## src/rtl/dr_pkg.sv

```systemverilog
`default_nettype none
// ============================================================================
// Module   : dr_pkg
// Purpose  : Shared dual-rail definitions. These are the codeword constants
//            and the per-bit decode/encode helpers used by the clocked
//            add/subtract pipeline.
// Contents : RAIL_NUM, DR_NULL/DR_0/DR_1/DR_ILL, dr_bit_t, dr_decode,
//            dr_encode
// Revision : 1.0  initial release
// ============================================================================
package dr_pkg;

    // Rails per bit, fixed by the dual-rail encoding.
    localparam int RAIL_NUM = 2;

    localparam logic [RAIL_NUM-1:0] DR_NULL = 2'b00;
    localparam logic [RAIL_NUM-1:0] DR_0    = 2'b01;
    localparam logic [RAIL_NUM-1:0] DR_1    = 2'b10;
    localparam logic [RAIL_NUM-1:0] DR_ILL  = 2'b11;

    // Decoded single bit: its logic value and whether the codeword was legal.
    typedef struct packed {
        logic val;
        logic legal;
    } dr_bit_t;

    // Codeword -> value + legality. NULL and ILL both decode as illegal.
    function automatic dr_bit_t dr_decode(input logic [RAIL_NUM-1:0] cw);
        dr_bit_t r;
        r.val   = 1'b0;
        r.legal = 1'b0;
        case (cw)
            DR_0:    begin r.val = 1'b0; r.legal = 1'b1; end
            DR_1:    begin r.val = 1'b1; r.legal = 1'b1; end
            DR_ILL:  begin r.val = 1'b0; r.legal = 1'b0; end
            default: begin r.val = 1'b0; r.legal = 1'b0; end
        endcase
        return r;
    endfunction

    // Value -> legal codeword.
    function automatic logic [RAIL_NUM-1:0] dr_encode(input logic v);
        return v ? DR_1 : DR_0;
    endfunction

endpackage
`default_nettype wire

```

## src/rtl/addsub_seg_stage.sv

```systemverilog
`default_nettype none
// ============================================================================
// Module   : addsub_seg_stage
// Purpose  : One SEG-bit slice of the pipelined adder. This stage adds
//            operand segment IDX with the incoming carry. It registers the
//            carry and the partially built sum, and forwards the full
//            operands so later stages can add the higher segments.
// Ports    : clk, rst (async, active-low), hold (freeze all state),
//            valid_in/carry_in/a_in/b_in/sum_in  -> upstream beat
//            valid_out/carry_out/a_out/b_out/sum_out <- registered beat
// Revision : 1.0  initial release
// ============================================================================
module addsub_seg_stage #(
    parameter int WIDTH = 16,
    parameter int SEG   = 4,
    parameter int IDX   = 0
) (
    input  logic             clk,
    input  logic             rst,
    input  logic             hold,
    input  logic             valid_in,
    input  logic             carry_in,
    input  logic [WIDTH-1:0] a_in,
    input  logic [WIDTH-1:0] b_in,
    input  logic [WIDTH-1:0] sum_in,
    output logic             valid_out,
    output logic             carry_out,
    output logic [WIDTH-1:0] a_out,
    output logic [WIDTH-1:0] b_out,
    output logic [WIDTH-1:0] sum_out
);

    localparam int LO = IDX * SEG;

    logic [SEG:0]     w_seg_sum;
    logic [WIDTH-1:0] w_sum_next;

    always_comb begin
        w_seg_sum  = {1'b0, a_in[LO +: SEG]} + {1'b0, b_in[LO +: SEG]}
                   + {{SEG{1'b0}}, carry_in};
        // Lower segments arrive already summed. Only this slice is filled in.
        w_sum_next = sum_in;
        w_sum_next[LO +: SEG] = w_seg_sum[SEG-1:0];
    end

    always_ff @(posedge clk or negedge rst) begin
        if (!rst) begin
            valid_out <= 1'b0;
            carry_out <= 1'b0;
            a_out     <= '0;
            b_out     <= '0;
            sum_out   <= '0;
        end else if (!hold) begin
            valid_out <= valid_in;
            carry_out <= w_seg_sum[SEG];
            a_out     <= a_in;
            b_out     <= b_in;
            sum_out   <= w_sum_next;
        end
    end

endmodule
`default_nettype wire

```

## src/rtl/int_addsub_pipe.sv

```systemverilog
`default_nettype none
// ============================================================================
// Module   : int_addsub_pipe
// Purpose  : Clocked dual-rail add/subtract with a valid/ready link.
//            Operand beats are checked for legal codewords and decoded.
//            They are then summed in STAGES carry-registered segments and
//            returned dual-rail. The result is NULL whenever no result is
//            presented. WIDTH must be a multiple of STAGES.
// Ports    : clk, rst (async, active-low)
//            in_valid/in_ready, a, b, c_in, sub   -> operand beat
//            out_valid/out_ready, s, c_out, ovf   <- result
//            err : one-cycle pulse after a rejected beat
// Revision : 1.0  initial release
// ============================================================================
module int_addsub_pipe
    import dr_pkg::*;
#(
    parameter int WIDTH  = 16,
    parameter int STAGES = 4,
    parameter bit SAT    = 1'b0
) (
    input  logic                             clk,
    input  logic                             rst,
    input  logic                             in_valid,
    output logic                             in_ready,
    input  logic [WIDTH-1:0][RAIL_NUM-1:0]   a,
    input  logic [WIDTH-1:0][RAIL_NUM-1:0]   b,
    input  logic [RAIL_NUM-1:0]              c_in,
    input  logic                             sub,
    output logic                             out_valid,
    input  logic                             out_ready,
    output logic [WIDTH-1:0][RAIL_NUM-1:0]   s,
    output logic [RAIL_NUM-1:0]              c_out,
    output logic                             ovf,
    output logic                             err
);

    localparam int SEG = WIDTH / STAGES;

    logic             w_stall;
    logic             w_legal;
    logic             w_cin_val;
    logic [WIDTH-1:0] w_a_val;
    logic [WIDTH-1:0] w_b_val;
    logic             w_xfer;
    logic             r_err;

    logic [STAGES:0]            w_chain_valid;
    logic [STAGES:0]            w_chain_carry;
    logic [STAGES:0][WIDTH-1:0] w_chain_a;
    logic [STAGES:0][WIDTH-1:0] w_chain_b;
    logic [STAGES:0][WIDTH-1:0] w_chain_sum;

    logic             w_sign_a;
    logic             w_sign_b;
    logic             w_ovf_raw;
    logic [WIDTH-1:0] w_res;
    logic             w_unused;

    // ---------------------------------------------------------------- input
    always_comb begin
        dr_bit_t w_d;
        w_legal   = 1'b1;
        w_a_val   = '0;
        w_b_val   = '0;
        w_d       = '0;
        for (int i = 0; i < WIDTH; i++) begin
            w_d        = dr_decode(a[i]);
            w_a_val[i] = w_d.val;
            w_legal    = w_legal & w_d.legal;
            w_d        = dr_decode(b[i]);
            w_b_val[i] = w_d.val;
            w_legal    = w_legal & w_d.legal;
        end
        w_d       = dr_decode(c_in);
        w_cin_val = w_d.val;
        w_legal   = w_legal & w_d.legal;
    end

    // A stalled output freezes every stage, so the input link closes at once.
    assign w_stall  = out_valid & ~out_ready;
    assign in_ready = ~w_stall;
    assign w_xfer   = in_valid & in_ready;

    // A rejected beat never enters the pipe. It only raises err next cycle.
    always_ff @(posedge clk or negedge rst) begin
        if (!rst) begin
            r_err <= 1'b0;
        end else begin
            r_err <= w_xfer & ~w_legal;
        end
    end
    assign err = r_err;

    // ------------------------------------------------------------- pipeline
    // Subtraction is a + ~b + c_in. B is inverted once here so that every stage
    // and the overflow check use the effective operand.
    assign w_chain_valid[0] = w_xfer & w_legal;
    assign w_chain_carry[0] = w_cin_val;
    assign w_chain_a[0]     = w_a_val;
    assign w_chain_b[0]     = sub ? ~w_b_val : w_b_val;
    assign w_chain_sum[0]   = '0;

    for (genvar k = 0; k < STAGES; k++) begin : g_stage
        addsub_seg_stage #(
            .WIDTH (WIDTH),
            .SEG   (SEG),
            .IDX   (k)
        ) u_stage (
            .clk       (clk),
            .rst       (rst),
            .hold      (w_stall),
            .valid_in  (w_chain_valid[k]),
            .carry_in  (w_chain_carry[k]),
            .a_in      (w_chain_a[k]),
            .b_in      (w_chain_b[k]),
            .sum_in    (w_chain_sum[k]),
            .valid_out (w_chain_valid[k+1]),
            .carry_out (w_chain_carry[k+1]),
            .a_out     (w_chain_a[k+1]),
            .b_out     (w_chain_b[k+1]),
            .sum_out   (w_chain_sum[k+1])
        );
    end

    // ---------------------------------------------------- overflow / clamp
    assign w_sign_a  = w_chain_a[STAGES][WIDTH-1];
    assign w_sign_b  = w_chain_b[STAGES][WIDTH-1];
    assign w_ovf_raw = (w_sign_a == w_sign_b) &&
                       (w_chain_sum[STAGES][WIDTH-1] != w_sign_a);

    // The overflow direction follows the common operand sign. Only the sum is
    // clamped; c_out stays the raw carry.
    always_comb begin
        w_res = w_chain_sum[STAGES];
        if (SAT && w_ovf_raw) begin
            w_res = w_sign_a ? {1'b1, {(WIDTH-1){1'b0}}}
                             : {1'b0, {(WIDTH-1){1'b1}}};
        end
    end

    // Only the operand sign bits matter after the last stage.
    assign w_unused = ^{w_chain_a[STAGES][WIDTH-2:0], w_chain_b[STAGES][WIDTH-2:0]};

    // ----------------------------------------------------- output encoding
    assign out_valid = w_chain_valid[STAGES];

    always_comb begin
        s     = '0;
        c_out = DR_NULL;
        ovf   = 1'b0;
        if (out_valid) begin
            for (int i = 0; i < WIDTH; i++) begin
                s[i] = dr_encode(w_res[i]);
            end
            c_out = dr_encode(w_chain_carry[STAGES]);
            ovf   = w_ovf_raw;
        end
    end

endmodule
`default_nettype wire

```

## config.mk

```make
export PLATFORM = sky130hd
export DESIGN_NAME = int_addsub_pipe
export DESIGN_NICKNAME = d
export VERILOG_FILES = /design/src/rtl/dr_pkg.sv /design/src/rtl/addsub_seg_stage.sv /design/src/rtl/int_addsub_pipe.sv
export SDC_FILE = /design/constraint.sdc
export NUM_CORES = 1
export LEC_CHECK = 0
export CORE_MARGIN = 2
export CORE_UTILIZATION = 40
export CTS_BUF_LIST = sky130_fd_sc_hd__clkbuf_16
export DETAILED_ROUTE_END_ITERATION = 6
export PLACE_DENSITY = 0.65
export RECOVER_POWER = 25
export SYNTH_ARGS = -nofsm -noshare
export SYNTH_HDL_FRONTEND = slang
export SYNTH_SLANG_ARGS = --single-unit
```

## constraint.sdc

```tcl
create_clock -name clk -period 4 [get_ports clk]
set_clock_uncertainty 0.05 [all_clocks]
set_input_delay 0.8 -clock clk [delete_from_list [all_inputs] [get_ports clk]]
set_output_delay 0.8 -clock clk [all_outputs]
set_load 0.1 [all_outputs]
```

==> flow_summary.toml, run 1 <==
[status]
status = "finished, violations left"
violations = "capacitance limit, slew limit"

[clock_tree]
htreeDepth = 3
postCtsHoldBufs = 0
cts-root-buf = "clkbuf_16"
post_cts_buffers = 0
clkTransAtPathRegs_ps = 70
numCtsBuffers = 9
cts_tree = "done"
cts_buffer_depth = 2
clock-sinks = 99
clkLatencyLatePin_ps = 340
ctsResizeCount = 0

[worst_setup_path]
crit_family = "buffers and inverters"
rrSetupSlack_ps = 1650
required_ps = 3150
setup.worst_path.end_class = "output port"
crit_path_max_incr_delay_ps = 1170
crit_slowest_cell = "clkdlybuf4s50_1"
path_cells = "clkdlybuf4s50_1"
r2r_start = "g_stage[3].u_stage.valid_out"
worstPathMaxFanout = 1
path_buf_inv = 1
startpoint_type = "flip-flop"
crit_arrival_ps = 1880
timing.rr.end = "g_stage[1].u_stage.sum_out[7]"
path_class = "flip-flop to output port"
cp-startpoint = "err"
r2r_cells = 4

[die]
row_count = 41
core_um2 = 12700
pin_count = 109
initial_core_util_pct = 41.1
die_h_um = 118
die-area_um2 = 14000
die_x_um = 118

[yosys]
ys.flop_type = "dfrtp_1"
synth-edff-count = 0
ys_ff_latch = 99
synthesis.area_um2 = 5210
synth_cells = 588
synth.most_common_cell = "nand2_1"
ys_top_cells_by_area = "dfrtp_1 (48%), nand2_1 (16%), ha_1 (11%)"
yosysUniqueCellTypes = 30
ys_seq_area_share_pct = 47.6
synth_nets = 712
synth_top_cells_by_count = "nand2_1 (220), dfrtp_1 (99), inv_1 (51)"
async_reset_ff_share_pct = 100
netlist.area_leader.share_pct = 47.6
synth_warnings = 0
synth_top_area_cell = "dfrtp_1"
synth_area_per_cell_um2 = 8.86

[global_route]
grt_max_degree = 104
grt_pass1_vias = 3831
grt_pass1_wl_mm = 17.6
antenna_found_initial = 0
grt.total_usage_pct = 15.3
gr-total-overflow = 0

[timing]
layout_min_cycle_time_ps = 2730
drv_slew = 32
setup_tns_ps = 0
worst_pin_slew_ps = 1620
rsz0062_at_grt = "no"
slew_headroom_pct = -8.20
period_share_pct = 68.3
finalSetupViolCount = 0
hold_viol = 0
fmax_ghz = 0.366

[detailed_routing]
vias = 3855
antenna_left = 0
wl_met1_mm = 4.92
drt_iter0_drc = 203
wl_met3_um = 467
maxUsedRoutingLayer = "met4"
wire_per_inst_um = 11.7
drt-total-wl_mm = 10.1
wl_met2_mm = 4.58
drc = 0
drt_first_pass_iters = 4
vias_per_cell = 4.47

[cells_and_area]
layout-drive-gt1-share_pct = 8.26
fin_nets = 810
area.growth.synth_to_final_pct = 26.7
diodes = 0
multi_input_area_um2 = 2400
regArea_um2 = 2480
fill_cells = 1223
final_util_pct = 52.1

[flow_run]
maxCapViolCount = 1

[pwr]
vdd_drop_max_uv = 222
leakage_nw = 3.39
powerDensity_nw_per_um2 = 367

[worst_hold_path]
min_path_type = "flip-flop to flip-flop"
holdPathStages = 2
hold_end = "g_stage[2].u_stage.valid_out"
min-delay-start = "g_stage[2].u_stage.valid_out"

[place]
portBuffers = 108
dp_hpwl_mm = 7.47
gp_congestion = 0.740
==> per-layer routing <==
layer | global-route usage, % | vias up
li1 | - | 2026
met1 | 20.5 | 1723
met2 | 25.2 | 95
met3 | 2.96 | 11
met4 | 4.74 | 0
met5 | 0 | -
==> layout make-up <==
class / count / area share (%)
flip-flops and latches: 99 / 37.5
multi-input cells: 410 / 36.3
repair buffers: 114 / 15.7
clock buffers: 9 / 3.41
well taps: 172 / 3.26
inverters: 52 / 2.96
clock inverters: 6 / 0.758
==> stage by stage <==
| step | hold slack [ps] | setup WS [ps] | power [mW] | cells | area (µm²) |
|---|---|---|---|---|---|
| after global routing | 430 | 1050 | 2.57 | 862 | 6600 |
| after global placement | 399 | 1030 | 1.62 | 847 | 6330 |
| after floorplan | 380 | 516 | 1.46 | 588 | 5210 |
| after CTS | 340 | 1250 | 2.46 | 862 | 6610 |
| after detailed placement | 405 | 956 | 1.64 | 847 | 6330 |
| final | 411 | 1270 | 2.42 | 862 | 6600 |
==> sequential cells by signal (all words and copies together) (netlist names) <==
name                       cells
err                            1
g_stage.u_stage.sum_out       40
g_stage.u_stage.a_out         25
g_stage.u_stage.carry_out      4
g_stage.u_stage.valid_out      4
g_stage.u_stage.b_out         25
==> placed cells by master (no fill, tap or decap), drive strengths merged, types with 3 or more instances in the layout <==
cell	count
inv	54
nor4b	3
fa	8
a21oi	13
o21ai	25
nor4	8
xnor2	14
nor2	12
clkbuf	11
nor3	4
buf	42
nand2	220
ha	45
dfrtp	99
clkinv	3
xor2	7
and2	17
clkdlybuf4s50	70
nor2b	21
==> worst max path at each step <==
stage	endpoint	slack (ps)	cells past startpoint
finish	err	1270	1
global route	g_stage[0].u_stage.a_out[10]	1050	2
CTS	err	1250	1
detailed placement	g_stage[0].u_stage.valid_out	960	7
global placement	g_stage[0].u_stage.valid_out	1030	7
floorplan	s[10]	520	2
==> power by group <==
group | switching (mW) | internal, mW | leakage [nW] | total, mW
registers | 0.0917 | 1.15 | 1.20 | 1.24
clock network | 0.340 | 0.471 | 0.143 | 0.811
logic | 0.177 | 0.190 | 2.05 | 0.366
total | 0.608 | 1.81 | 3.39 | 2.42
==> logic make-up after synthesis <==
| kind of cell | count (synthesis) | synth area share, % |
|---|---|---|
| xor+xnor | 21 | 3.53 |
| fa+ha+maj | 53 | 13.9 |
| flops | 99 | 47.6 |
| compound gates | 44 | 4.51 |
| simple gates | 292 | 24.1 |
| buf+inv | 79 | 6.46 |
No activity file was read; power rests on OpenSTA's default activity.
==> inputs of run 2 (changes only) <==
- PLACE_DENSITY: 0.65 -> 0.68
- clock period: 4 -> 2.3 ns (I/O delays scaled with it)
==> run 2 against run 1 <==
  * Wire length up 1.2%
  * Largest power group unchanged
  * Final area up 10%
  * Hold slack lost 120 ps
  * Combinational power increased by 83%
  * The run now ends clean
  * Highest routed layer unchanged
  * Final cell count grew 1.4%
  * Sequential cell count is the same
  * Critical endpoint is now g_stage[0].u_stage.valid_out
  * Sequential share of layout area down 3.5 points
  * Worst setup slack got worse by 1200 ps
==> flow_summary.toml, run 2 (synthesized netlist as in run 1, its figures left out) <==
[clock_tree]
cts_buffer_depth = 2
clkTransAtPathRegs_ps = 60
htreeDepth = 3
clock-sinks = 99
numCtsBuffers = 9
cts-root-buf = "clkbuf_16"
clkLatencyLatePin_ps = 340
cts_tree = "done"

[place]
dp_hpwl_mm = 7.80
gp_congestion = 0.731
portBuffers = 108
dp_slack_ps = -323
place_area_um2 = 7010

[worst_setup_path]
startpoint_type = "input pin"
path_cells = "clkdlybuf4s50_1 -> inv_1 -> ha_1 -> nor4_1 -> nand4_1 -> nor4_1 -> a21o_1"
crit_path_frequent_cell = "nor4_1"
worstPathMaxFanout = 2
required_ps = 2540
path_class = "input pin to flip-flop"
crit_family = "simple AND/OR/NAND/NOR gates"
setup.worst_path.end_class = "flip-flop"
crit_arrival_ps = 2490
crit_slowest_cell = "nor4_1"
path_buf_inv = 2
crit_path_max_incr_delay_ps = 510

[global_route]
grt_max_degree = 104
grt_pass1_wl_mm = 18.4
gr-total-overflow = 0
antenna_found_initial = 0
grt_pass1_vias = 4079
grt.total_usage_pct = 15.9

[detailed_routing]
drc = 0
drt_first_pass_iters = 4
antenna_left = 0
drt-total-wl_mm = 10.2
wire_per_inst_um = 11.7
vias = 3947
vias_per_cell = 4.52
drt_iter0_drc = 165

[timing]
hold_slack_ps = 290
final.setup.worst_slack_ps = 46.0
drv_slew = 0
period_share_pct = 98.0
worst_pin_slew_ps = 1150
layout_min_cycle_time_ps = 2250
hold_viol = 0
slew_headroom_pct = 23.4
rsz0062_at_grt = "no"
setup_tns_ps = 0
finalSetupViolCount = 0
fmax_ghz = 0.444

[die]
die_h_um = 118
pin_count = 109
die-area_um2 = 14000
die_x_um = 118
row_count = 41
core_um2 = 12700
initial_core_util_pct = 41.1

[cells_and_area]
area.growth.synth_to_final_pct = 39.6
layout-drive-gt1-share_pct = 13.7
largest-register = "g_stage.u_stage.sum_out"
final_util_pct = 57.4
top_regs = "g_stage.u_stage.sum_out (40), g_stage.u_stage.a_out (25), g_stage.u_stage.b_out (25)"
largest_reg_flops = 40
mostFrequentLayoutCells = "nand2_1 (220), dfrtp_1 (98), clkdlybuf4s50_1 (69)"
fin_nets = 821
final_area_um2 = 7270
diodes = 0
layout_commonest_cell = "nand2_1"

[pwr]
powerDensity_nw_per_um2 = 576
vdd_drop_max_uv = 356
leakage_nw = 3.53

[worst_hold_path]
min_path_type = "input pin to asynchronous set/reset pin"

[flow_run]
maxCapViolCount = 0

[status]
status = "complete, no violations"
-- run 2: cell types whose count changed in the layout (fill, tap and decap cells not counted), sizes merged --
cell	previous run	this run
inv	54	53
bufinv	1	0
buf	42	54
clkinvlp	0	2
clkinv	3	4
clkdlybuf4s50	70	69
-- run 2: per-stage QoR --
step	power (mW)	instances
2_1_floorplan	2.58	588
3_3_place_gp	2.86	858
6_report	4.19	874
4_1_cts	4.24	874
3_5_place_dp	2.90	858
5_1_grt	4.46	874
-- run 2: cell type report --
type / count / area, µm²
timing repair buffer: 125 / 1590
clock buffer: 9 / 225
multi-input combinational: 410 / 2530
inverter: 52 / 195
tap: 172 / 215
clock inverter: 7 / 36.3
fill: 1113 / 5400
sequential: 99 / 2480
-- run 2: routing by layer --
metal / global-route usage [%] / vias up / wire length [µm]
li1: - / 2048 / -
met1: 20.3 / 1791 / 4720
met2: 26.7 / 98 / 4860
met3: 3.44 / 10 / 506
met4: 5.57 / 0 / 142
met5: 0 / - / 0
-- run 2: report_power, final --
| part | internal, mW | switching, mW |
|---|---|---|
| clock network | 0.717 | 0.614 |
| registers | 2.00 | 0.190 |
| logic | 0.347 | 0.321 |
| total | 3.07 | 1.12 |
-- run 2: worst paths after layout --
| check | from | to | slack (ps) | cells past startpoint |
|---|---|---|---|---|
| min in group clk | g_stage[2].u_stage.sum_out[4] | g_stage[2].u_stage.sum_out[4] | 420 | 2 |
| max in group asynchronous | rst | g_stage[0].u_stage.b_out[9] | 530 | 2 |
| setup / recovery | b[16] | g_stage[0].u_stage.valid_out | 50 | 7 |
| setup reg to reg | g_stage[0].u_stage.b_out[4] | g_stage[1].u_stage.carry_out | 410 | 8 |
| hold / removal | rst | g_stage[3].u_stage.sum_out[13] | 290 | 1 |
| hold reg to reg | g_stage[2].u_stage.sum_out[4] | g_stage[2].u_stage.sum_out[4] | 420 | 2 |
-- run 2: timing repair --
item                       CTS  global route
hold buffers                 0             0
gates resized for setup      0             5
buffers inserted             0             0
setup endpoints to repair    0             2
-- run 2: worst reg2reg max path, stage by stage (launching register included) --
cell      delay [ps]
dfrtp_1          360
inv_1             90
fa_1             220
inv_1             70
fa_1             410
nand2_1           90
nand2_1           60
a211oi_1         330
a21oi_1           80
